$ cat config.mk
export PLATFORM = sky130hd
export DESIGN_NAME = wb_arbiter
export DESIGN_NICKNAME = d
export VERILOG_FILES = /design/src/rtl/wb_arbiter.sv
export SDC_FILE = /design/constraint.sdc
export NUM_CORES = 1
export LEC_CHECK = 0
export CAP_MARGIN = 15
export CORE_MARGIN = 2
export CORE_UTILIZATION = 43
export CTS_BUF_LIST = sky130_fd_sc_hd__clkbuf_8
export DETAILED_ROUTE_END_ITERATION = 8
export GPL_ROUTABILITY_DRIVEN = 0
export PLACE_DENSITY = 0.94
export SYNTH_ARGS = -nofsm -noshare
export SYNTH_HDL_FRONTEND = slang
export SYNTH_SLANG_ARGS = --single-unit
$ cat constraint.sdc
create_clock -name clk -period 2.1 [get_ports clk]
set_input_delay 0.42 -clock clk [delete_from_list [all_inputs] [get_ports clk]]
set_output_delay 0.42 -clock clk [all_outputs]
set_load 0.05 [all_outputs]
$ cat src/rtl/wb_arbiter.sv
// Writeback arbiter: merges the ALU and load result channels into one register-file write port.
// Loads are byte/half extracted and checked for alignment before the registered write.
module wb_arbiter #(
    parameter bit RR_EN = 1'b1
) (
    input  logic        clk,
    input  logic        rst_n,
    input  logic        alu_valid_i,
    output logic        alu_ready_o,
    input  logic [4:0]  alu_rd_i,
    input  logic [31:0] alu_data_i,
    input  logic        ld_valid_i,
    output logic        ld_ready_o,
    input  logic [4:0]  ld_rd_i,
    input  logic [2:0]  ld_funct3_i,
    input  logic [1:0]  ld_addr_lo_i,
    input  logic [31:0] ld_rdata_i,
    output logic [4:0]  rd_o,
    output logic [31:0] wd_o,
    output logic        reg_write_o,
    output logic        ld_err_o
);

    typedef enum logic {
        GRANT_ALU = 1'b0,
        GRANT_LD  = 1'b1
    } grant_e;

    grant_e      last_grant_q, last_grant_d;
    logic [4:0]  rd_q, rd_d;
    logic [31:0] wd_q, wd_d;
    logic        we_q, we_d;
    logic        err_q, err_d;

    logic        conflict;
    logic        ld_wins;
    logic        alu_xfer;
    logic        ld_xfer;
    logic [7:0]  ld_byte;
    logic [15:0] ld_half;
    logic [31:0] ld_value;
    logic        ld_bad;

    // Arbitration; readies are forced low while reset is asserted.
    always_comb begin
        conflict = alu_valid_i & ld_valid_i;
        if (RR_EN) begin
            ld_wins = (last_grant_q == GRANT_ALU);
        end else begin
            ld_wins = 1'b1;
        end
        ld_ready_o  = rst_n & ld_valid_i  & (~alu_valid_i | ld_wins);
        alu_ready_o = rst_n & alu_valid_i & (~ld_valid_i  | ~ld_wins);
        alu_xfer    = alu_valid_i & alu_ready_o;
        ld_xfer     = ld_valid_i  & ld_ready_o;

        last_grant_d = last_grant_q;
        if (conflict) begin
            last_grant_d = ld_wins ? GRANT_LD : GRANT_ALU;
        end
    end

    always_comb begin
        case (ld_addr_lo_i)
            2'd0:    ld_byte = ld_rdata_i[7:0];
            2'd1:    ld_byte = ld_rdata_i[15:8];
            2'd2:    ld_byte = ld_rdata_i[23:16];
            default: ld_byte = ld_rdata_i[31:24];
        endcase
        ld_half = ld_addr_lo_i[1] ? ld_rdata_i[31:16] : ld_rdata_i[15:0];

        ld_value = ld_rdata_i;
        ld_bad   = 1'b0;
        case (ld_funct3_i)
            3'b000: ld_value = {{24{ld_byte[7]}}, ld_byte};
            3'b001: begin
                ld_value = {{16{ld_half[15]}}, ld_half};
                ld_bad   = ld_addr_lo_i[0];
            end
            3'b010: ld_bad = |ld_addr_lo_i;
            3'b100: ld_value = {24'd0, ld_byte};
            3'b101: begin
                ld_value = {16'd0, ld_half};
                ld_bad   = ld_addr_lo_i[0];
            end
            default: ld_bad = 1'b1;
        endcase
    end

    // rd/wd only move on an actual register write; everything else holds them.
    always_comb begin
        we_d  = 1'b0;
        err_d = 1'b0;
        rd_d  = rd_q;
        wd_d  = wd_q;
        if (ld_xfer) begin
            err_d = ld_bad;
            we_d  = ~ld_bad & (ld_rd_i != 5'd0);
            if (we_d) begin
                rd_d = ld_rd_i;
                wd_d = ld_value;
            end
        end else if (alu_xfer) begin
            we_d = (alu_rd_i != 5'd0);
            if (we_d) begin
                rd_d = alu_rd_i;
                wd_d = alu_data_i;
            end
        end
    end

    always_ff @(posedge clk or negedge rst_n) begin
        if (!rst_n) begin
            last_grant_q <= GRANT_ALU;
            rd_q         <= 5'd0;
            wd_q         <= 32'd0;
            we_q         <= 1'b0;
            err_q        <= 1'b0;
        end else begin
            last_grant_q <= last_grant_d;
            rd_q         <= rd_d;
            wd_q         <= wd_d;
            we_q         <= we_d;
            err_q        <= err_d;
        end
    end

    assign rd_o        = rd_q;
    assign wd_o        = wd_q;
    assign reg_write_o = we_q;
    assign ld_err_o    = err_q;

endmodule

==> impl_metrics.env, run 1 <==
export IMPL_outcome="finished clean"
export IMPL_synthToLayoutAreaGrowth_pct=59.2
export IMPL_drt_total_wl_um=9820
export IMPL_core_sq_um=6030
export IMPL_skew_ns=0.00693
export IMPL_cts_buffers=5
export IMPL_synth_commonest_cells="nand2_1 (56), a21oi_1 (52), dfrtp_1 (40)"
export IMPL_io_buffers=123
export IMPL_netlist_cell_type_count=40
export IMPL_diodes=0
export IMPL_reg2reg_from="last_grant_q"
export IMPL_synth_top_area_share_pct=36.8
export IMPL_max_slew_margin_pct=61.9
export IMPL_dieArea_sq_um=6980
export IMPL_num_rows=28
export IMPL_yosysWarnings=0
export IMPL_syn_nets=404
export IMPL_async_reset_ff_share_pct=100
export IMPL_first_global_vias=2988
export IMPL_io_pins=124
export IMPL_startpoint_type="primary input"
export IMPL_globalRoute_totalOverflow=0
export IMPL_cts_tree="done"
export IMPL_syn_avg_cell_area_sq_um=8.48
export IMPL_critPathMaxFanout=21
export IMPL_viasPerCell=6.08
export IMPL_dr_pass1_iters=5
export IMPL_fp_dieW_um=83.6
export IMPL_antenna_found_initial=0
export IMPL_ff_latch_area_sq_um=1000
export IMPL_min_delay_path_class="primary input to async pin"
export IMPL_fin_crit_sh_pct=97.8
export IMPL_power_density_nw_per_um2=985
export IMPL_fp_dieH_um=83.6
export IMPL_final_setup_tns_ns=0
export IMPL_r2r_cells=6
export IMPL_syn_inst=321
export IMPL_rrSetupSlack_ns=0.21
export IMPL_cts_root_buf="clkbuf_8"
export IMPL_power_leakage_uw=0.00187
export IMPL_critPathKind="primary input to flip-flop"
export IMPL_synth_area_sq_um=2720
export IMPL_design_power_total_uw=4270
export IMPL_grt_max_degree=44
export IMPL_slew_viol_final=0
export IMPL_clk_path_buf_depth=2
export IMPL_vias=3215
export IMPL_grt_pass1_wl_um=15200
export IMPL_synth_edff_count=0
export IMPL_finalSetupViolCount=0
export IMPL_synth_seq_cells=40
export IMPL_max_cap_viol_count=0
export IMPL_worstSkewPairLatency_ns=0.30
export IMPL_reg2reg_to="wd_o[10]"
export IMPL_nNetsFinal=536
export IMPL_ys_seq_area_share_pct=36.8
export IMPL_final_hold_violation_count=0
export IMPL_cts_clk_slew_worst_paths_ns=0.08
export IMPL_antenna_left=0
export IMPL_crit_start="ld_funct3_i[2]"
export IMPL_pre_cts_slack_ns=-0.392
export IMPL_drive_gt1_share_pct=16.5
export IMPL_dp_hpwl_um=6930
export IMPL_drcViolationCount=0
export IMPL_multi_input_area_sq_um=1560
export IMPL_yosys_top_cells_area="dfrtp_1 (37%), a21oi_1 (9.6%), o31ai_2 (8.7%)"
export IMPL_synthFlopType="dfrtp_1"
export IMPL_wire_per_inst_um=18.6
export IMPL_required_ns=2.31
export IMPL_grt_usage_pct=26.9
export IMPL_end_kind="flip-flop"
export IMPL_num_fill_cells=432
export IMPL_finalWorstSetupSlack_ns=0.0468
export IMPL_worst_endpoint_arrival_ns=2.26
export IMPL_synth_area_leader_cell="dfrtp_1"
export IMPL_drtIter0Drc=304
export IMPL_start_util_pct=45.2
export IMPL_timing_final_crit_period_ns=2.05
export IMPL_cts_sinks=40
export IMPL_tightest_slew_ns=0.557
export IMPL_vdd_drop_max_uv=593
export IMPL_cts_htree_levels=2
export IMPL_yosysMostFrequentCell="nand2_1"
export IMPL_hold_slack_ns=0.295
export IMPL_fmax_mhz=487
worst max-delay path by stage:
| stage | slack (ns) | endpoint |
|---|---|---|
| after floorplan | 0.23 | wd_o[19] |
| final | 0.05 | wd_o[6] |
| after CTS | 0.02 | wd_o[19] |
| after global placement | -0.28 | wd_o[13] |
| after detailed placement | -0.39 | wd_o[13] |
| after global routing | -0.01 | wd_o[30] |
logic make-up (layout without fill, tap and decap cells):
kind of cell | count (synthesis) | in the layout | synth area share [%]
flip-flops | 40 | 40 | 36.8
AND/OR/NAND/NOR | 101 | 101 | 17.1
AO/OA/AOI/OAI | 126 | 126 | 33.5
buffers and inverters | 40 | 173 | 7.03
multiplexers | 13 | 13 | 5.28
XOR/XNOR | 1 | 1 | 0.322
cells in the final DEF, fill, tap and decap left out, types with 4 or more instances in the layout:
| cell | netlist | routed |
|---|---|---|
| nand2_1 | 56 | 56 |
| inv_1 | 10 | 9 |
| o21ai_1 | 8 | 8 |
| a21oi_1 | 52 | 52 |
| mux2i_1 | 11 | 11 |
| a221oi_1 | 6 | 6 |
| clkdlybuf4s50_1 | 0 | 117 |
| buf_4 | 0 | 26 |
| o31ai_2 | 19 | 19 |
| nand3_1 | 11 | 10 |
| buf_12 | 0 | 4 |
| dfrtp_1 | 40 | 40 |
| nor2b_1 | 4 | 4 |
| o21ai_0 | 14 | 14 |
| nor2_1 | 12 | 11 |
| clkbuf_8 | 0 | 6 |
| and3_1 | 6 | 6 |
repair_timing:
item                                    in CTS  in global routing
endpoints found under the setup margin      18                 25
hold buffers                                 1                  0
endpoints found under the hold margin        1                  0
buffers inserted                             1                  0
resized for setup                            6                  7
gates cloned                                 0                  1
power breakdown:
part	internal (uW)	total (uW)	switching, uW	leakage [uW]
registers	1040	1200	158	0.000496
logic	944	2530	1590	0.00132
clock network	262	541	279	0.0000510
final cells by class:
type                    count  area share (%)
well taps                  75            2.16
flip-flops and latches     40            23.1
clock inverters             2           0.231
inverters                  10           0.952
repair buffers            155            35.6
clock buffers               6            1.90
multi-input cells         241            36.1
per-layer routing:
metal | wire length [um] | vias up | GRT usage (%)
li1 | - | 1438 | -
met1 | 3780 | 1537 | 33.9
met2 | 4800 | 202 | 44.8
met3 | 914 | 38 | 6.33
met4 | 323 | 0 | 9.82
met5 | 0 | - | 0
state kept, by name (all words and copies together), names as in the netlist:
name,cells
rd_o,5
ld_err_o,1
last_grant_q,1
wd_o,32
reg_write_o,1
metrics by stage:
step	util (%)	instance area, sq um	instances
floorplan	-	2720	321
global placement	69.0	4160	518
detailed placement	69.0	4160	518
CTS	71.2	4290	528
global route	71.9	4340	529
finish	71.9	4340	529
worst max-delay path, cell delays in order:
cell	delay, ns
clkdlybuf4s50_1	0.46
nor4_4	0.32
nor2_1	0.12
o32a_4	0.46
clkbuf_16	0.22
o31ai_2	0.25
Power figures use the tool's default switching activity.
==> run 2, diff against run 1 <==
GPL_ROUTABILITY_DRIVEN = default   (was 0)
==> results of run 2 <==
Same layout as run 1: the final DEF is identical, and so are final timing and power.
